**config.mk**
```make
export PLATFORM = sky130hd
export DESIGN_NAME = register_file_sb
export DESIGN_NICKNAME = d
export VERILOG_FILES = /design/src/rtl/regfile_pkg.sv /design/src/rtl/regfile_scoreboard.sv /design/src/rtl/register_file_sb.sv
export SDC_FILE = /design/constraint.sdc
export NUM_CORES = 2
export LEC_CHECK = 0
export BUFFER_PORTS_ARGS = -buffer_cell sky130_fd_sc_hd__buf_2
export CAP_MARGIN = 30
export CORE_ASPECT_RATIO = 0.5
export CORE_UTILIZATION = 60
export CTS_BUF_LIST = sky130_fd_sc_hd__clkbuf_4 sky130_fd_sc_hd__clkbuf_8
export DETAILED_ROUTE_END_ITERATION = 10
export PLACE_DENSITY = 0.77
export SLEW_MARGIN = 5
export SYNTH_ARGS = -nofsm -noshare
export SYNTH_HDL_FRONTEND = slang
export SYNTH_SLANG_ARGS = --single-unit
```
**constraint.sdc**
```tcl
create_clock -name CLK -period 82.7 [get_ports CLK]
set_clock_uncertainty 0.2 [all_clocks]
set_input_delay 12.405 -clock CLK [delete_from_list [all_inputs] [get_ports CLK]]
set_output_delay 12.405 -clock CLK [all_outputs]
set_load 0.1 [all_outputs]
```
**src/rtl/regfile_pkg.sv**
```systemverilog
// Shared constants for the scoreboarded register file: default geometry and the
// address of the optionally hardwired zero register.
package regfile_pkg;
    localparam int DEF_DATA_W = 32;
    localparam int DEF_ADDR_W = 5;
    localparam int ZERO_ADDR  = 0;
endpackage

```
**src/rtl/regfile_scoreboard.sv**
```systemverilog
// Pending-write scoreboard: one busy bit per register plus a registered count of
// busy registers. A reservation and a write to the same register leave it busy.
module regfile_scoreboard
    import regfile_pkg::*;
#(
    parameter int ADDR_W   = DEF_ADDR_W,
    parameter int ZERO_REG = 1
) (
    input  logic                      clk_i,
    input  logic                      rst_i,
    input  logic                      ld_i,
    input  logic [ADDR_W-1:0]         dr_i,
    input  logic                      rsv_i,
    input  logic [ADDR_W-1:0]         rsv_addr_i,
    output logic [(1<<ADDR_W)-1:0]    busy_o,
    output logic [ADDR_W:0]           busy_cnt_o
);
    localparam int DEPTH = 1 << ADDR_W;

    logic [DEPTH-1:0] busy_q;
    logic [DEPTH-1:0] busy_d;
    logic [ADDR_W:0]  cnt_q;
    logic [ADDR_W:0]  cnt_d;
    logic             rsv_eff;
    logic             inc;
    logic             dec;

    assign rsv_eff = rsv_i && !((ZERO_REG != 0) && (rsv_addr_i == ADDR_W'(ZERO_ADDR)));

    generate
        for (genvar gi = 0; gi < DEPTH; gi++) begin : g_busy
            assign busy_d[gi] = (rsv_eff && (rsv_addr_i == ADDR_W'(gi)))
                              || (busy_q[gi] && !(ld_i && (dr_i == ADDR_W'(gi))));
        end
    endgenerate

    // Count tracks transitions only, so it cannot drift from the busy bits.
    assign inc   = rsv_eff && !busy_q[rsv_addr_i];
    assign dec   = ld_i && busy_q[dr_i] && !(rsv_eff && (rsv_addr_i == dr_i));
    assign cnt_d = cnt_q + {{ADDR_W{1'b0}}, inc} - {{ADDR_W{1'b0}}, dec};

    always_ff @(posedge clk_i or posedge rst_i) begin
        if (rst_i) begin
            busy_q <= '0;
            cnt_q  <= '0;
        end else begin
            busy_q <= busy_d;
            cnt_q  <= cnt_d;
        end
    end

    assign busy_o     = busy_q;
    assign busy_cnt_o = cnt_q;
endmodule

```
**src/rtl/register_file_sb.sv**
```systemverilog
// Two-read/one-write register file with pending-write scoreboard.
// Optional feature: define REGFILE_BYPASS_EN to forward same-cycle write data to the read ports.
module register_file_sb
    import regfile_pkg::*;
#(
    parameter int DATA_W   = DEF_DATA_W,
    parameter int ADDR_W   = DEF_ADDR_W,
    parameter int ZERO_REG = 1
) (
    input  logic              CLK,
    input  logic              RST,
    input  logic              LD,
    input  logic [ADDR_W-1:0] DR,
    input  logic [DATA_W-1:0] D_IN,
    input  logic [ADDR_W-1:0] SA,
    input  logic [ADDR_W-1:0] SB,
    output logic [DATA_W-1:0] DATA_A,
    output logic [DATA_W-1:0] DATA_B,
    input  logic              RSV,
    input  logic [ADDR_W-1:0] RSV_ADDR,
    output logic              BUSY_A,
    output logic              BUSY_B,
    output logic [ADDR_W:0]   BUSY_CNT
);
    localparam int DEPTH = 1 << ADDR_W;

    logic [DATA_W-1:0] regs_q [DEPTH];
    logic [DEPTH-1:0]  busy;
    logic [DATA_W-1:0] stored_a;
    logic [DATA_W-1:0] stored_b;
    logic              zero_a;
    logic              zero_b;

    generate
        for (genvar gi = 0; gi < DEPTH; gi++) begin : g_reg
            logic we;
            assign we = LD && (DR == ADDR_W'(gi)) && !((ZERO_REG != 0) && (gi == ZERO_ADDR));
            always_ff @(posedge CLK or posedge RST) begin
                if (RST) begin
                    regs_q[gi] <= '0;
                end else if (we) begin
                    regs_q[gi] <= D_IN;
                end
            end
        end
    endgenerate

    regfile_scoreboard #(
        .ADDR_W   (ADDR_W),
        .ZERO_REG (ZERO_REG)
    ) u_scoreboard (
        .clk_i      (CLK),
        .rst_i      (RST),
        .ld_i       (LD),
        .dr_i       (DR),
        .rsv_i      (RSV),
        .rsv_addr_i (RSV_ADDR),
        .busy_o     (busy),
        .busy_cnt_o (BUSY_CNT)
    );

    assign zero_a   = (ZERO_REG != 0) && (SA == ADDR_W'(ZERO_ADDR));
    assign zero_b   = (ZERO_REG != 0) && (SB == ADDR_W'(ZERO_ADDR));
    assign stored_a = zero_a ? '0 : regs_q[SA];
    assign stored_b = zero_b ? '0 : regs_q[SB];

`ifdef REGFILE_BYPASS_EN
    logic byp_a;
    logic byp_b;

    // A write in flight satisfies the reader now, so the operand is no longer pending.
    assign byp_a  = LD && (DR == SA) && !zero_a;
    assign byp_b  = LD && (DR == SB) && !zero_b;
    assign DATA_A = byp_a ? D_IN : stored_a;
    assign DATA_B = byp_b ? D_IN : stored_b;
    assign BUSY_A = busy[SA] && !byp_a;
    assign BUSY_B = busy[SB] && !byp_b;
`else
    assign DATA_A = stored_a;
    assign DATA_B = stored_b;
    assign BUSY_A = busy[SA];
    assign BUSY_B = busy[SB];
`endif
endmodule
```
==> results_dict.tcl <==
set metrics [dict create \
    drtAntennaViolNets 0 \
    post-route-drc-count 0 \
    io_pins 128 \
    syn_inst 3779 \
    overflow 0 \
    rsz0062_at_grt "no" \
    ir_drop_mv 0.0258 \
    holdWs_ns 0.324 \
    wl_um 161000 \
    synth_cell_types 49 \
    crit_path_end_kind "output pin" \
    placed_cell_area_um2 56800 \
    nets 3801 \
    wl_per_cell_um 31.7 \
    cts_htree_levels 4 \
    ys_ff_latch 1030 \
    slew_viol_final 0 \
    antenna_found_initial 6 \
    power_density_nw_per_um2 24.8 \
    crit_fanout 82 \
    synth_ff_type "dfrtp_1" \
    synthTopCellsByCount "mux2_2 (1057), dfrtp_1 (1030), mux4_2 (454), clkbuf_1 (197), buf_2 (170)" \
    vias 36712 \
    async_flop_share_pct 100 \
    core_um2 91100 \
    synth.avg_cell_area_um2 14.7 \
    required_ns 70.10 \
    post-cts-setup-buffer-count 0 \
    synth_enable_flop_cells 0 \
    row_count 78 \
    p_leak_nw 26.0 \
    cts_buffers 149 \
    worstMarginPinSlew_ns 1.07 \
    finalHoldViolations 0 \
    initial_core_util_pct 60.9 \
    post_cts_resized 0 \
    grt_pass1_vias 37765 \
    syn_nets 3842 \
    synth-seq-area-share_pct 46.5 \
    fill_cells 6376 \
    hp-class "flop to flop" \
    portBuffers 127 \
    cts.path.max_buffers 3 \
    drt_iter0_markers 4491 \
    synth_top_family_by_area "multiplexers" \
    synth_mux_area_share_pct 42.9 \
    die_area_um2 93700 \
    setup_viol 0 \
    cp.arrival_ns 16.79 \
    clk_latency_ns 0.88 \
    yosysTopAreaCellShare_pct 46.5 \
    max_slew_margin_pct 28.3 \
    hpwl_um 87900 \
    cts.sinks 1030 \
    place_congestion 0.907 \
    fin_crit_ns 29.39 \
    crit_type "input port to output pin" \
    yosysTopAreaCell "dfrtp_1" \
    via_per_inst 7.21 \
    die_x_um 432 \
    grt_max_degree 180 \
    synth_area_um2 55400 \
    synth-xor-area-share_pct 0.142 \
    fin_total_pwr_mw 1.49 \
    hold_path_depth 1 \
    area_growth_pct 8.64 \
    start_kind "input port" \
    synth.most_common_cell "mux2_2" \
    drive_gt1_share_pct 52.7 \
    die_y_um 217 \
    period_share_pct 35.5 \
    ctsHoldBuffers 0 \
    track_usage_pct 35.1 \
    root_buffer "clkbuf_8" \
    ys_top_cells_by_area "dfrtp_1 (46%), mux2_2 (21%), mux4_2 (18%), mux2i_1 (2.9%), buf_2 (1.5%)" \
    max_freq_ghz 0.0340 \
    first_pass_iters 7 \
    synth_fa_ha_area_share_pct 0.172 \
    clkTransAtPathRegs_ns 0.06 \
    maxCapViolations 0 \
    tns_ns 0 \
    synth-compound-area-share_pct 4.14 \
    grt_pass1_wl_um 244000 \
    cts_tree "yes" \
    r2r_cells 13 \
    final_area_um2 60200 \
    outcome "complete, no violations" \
    synth_simple_gate_area_share_pct 2.80 \
    ys_warn_count 0 \
]
==> path summary, 6_finish.rpt <==
path | from | endpoint | slack (ns)
setup / recovery | SA[0] | DATA_A[10] | 53.31
hold / removal | regs_q[184] | regs_q[184] | 0.32
setup reg to reg | u_scoreboard.busy_o[28] | u_scoreboard.busy_cnt_o[4] | 79.31
hold reg to reg | regs_q[184] | regs_q[184] | 0.32
max in group asynchronous | RST | regs_q[536] | 67.88
min in group asynchronous | RST | regs_q[295] | 11.22
==> metal layers <==
layer	vias to the layer above	part of all wire (%)	GRT usage, %
li1	14549	-	-
met1	19529	40	48.8
met2	2201	46	53.1
met3	433	11	9.72
met4	0	3.8	13.8
met5	-	0	0
==> power by group <==
part / switching (mW) / leakage (nW) / total, mW / internal [mW]
clock network: 0.202 / 1.70 / 0.441 / 0.239
logic: 0.179 / 11.2 / 0.370 / 0.191
registers: 0.0780 / 13.1 / 0.683 / 0.605
==> cell type report <==
class | instances | area (um^2) | share of cell area [%]
clock buffer | 239 | 3010 | 5.00
clock inverter | 20 | 185 | 0.307
timing repair buffer | 212 | 1620 | 2.69
tap | 1240 | 1550 | 2.58
sequential | 1030 | 25800 | 42.8
antenna | 5 | 12.5 | 0.0208
inverter | 15 | 63.8 | 0.106
multi-input combinational | 2330 | 28000 | 46.5
==> cells in the final DEF, fill, tap and decap left out, drive strengths merged, types with 8 or more instances in the layout <==
cell type  instances
mux2            1057
dfrtp           1030
mux4             454
clkbuf           239
buf              210
mux2i            163
o22ai             97
nor2b             68
a211oi            65
nand2             63
o21ai             60
nor2              57
nor3              36
nor4              35
a21oi             35
a2111oi           32
a221oi            31
inv               14
clkinv            14
nand2b            10
xnor2              8
a22o               8
nand3              8
==> critical path, cell delays in order <==
cell	delay, ns
buf_8	0.60
buf_4	0.79
buf_4	0.58
buf_4	0.73
mux2i_1	0.20
o22ai_1	0.18
a211oi_1	0.08
nor4_1	0.55
buf_2	0.53
==> cell families (layout without fill, tap and decap cells) <==
group,Yosys count,after routing
AOI/OAI and AO/OA,340,340
xor gates and xnor gates,9,9
adders and majority gates,7,7
buffers and inverters,419,486
DFF,1030,1030
muxes,1674,1674
other,0,5
and+or+nand+nor,300,300
==> metrics by stage <==
| stage | std cells | util, % | worst slack (ns) |
|---|---|---|---|
| after floorplan | 3779 | - | 41.11 |
| after global placement | 4812 | 62.2 | 53.41 |
| after detailed placement | 4817 | 62.4 | 53.34 |
| after CTS | 5076 | 65.9 | 53.34 |
| after global routing | 5089 | 66.1 | 53.04 |
| final | 5091 | 66.1 | 53.31 |
==> sequential cells by signal, summed over array words and instances, names as in the netlist <==
name / cells
regs_q: 992
u_scoreboard.busy_cnt_o: 6
u_scoreboard.busy_o: 32
Power figures use the tool's default switching activity.
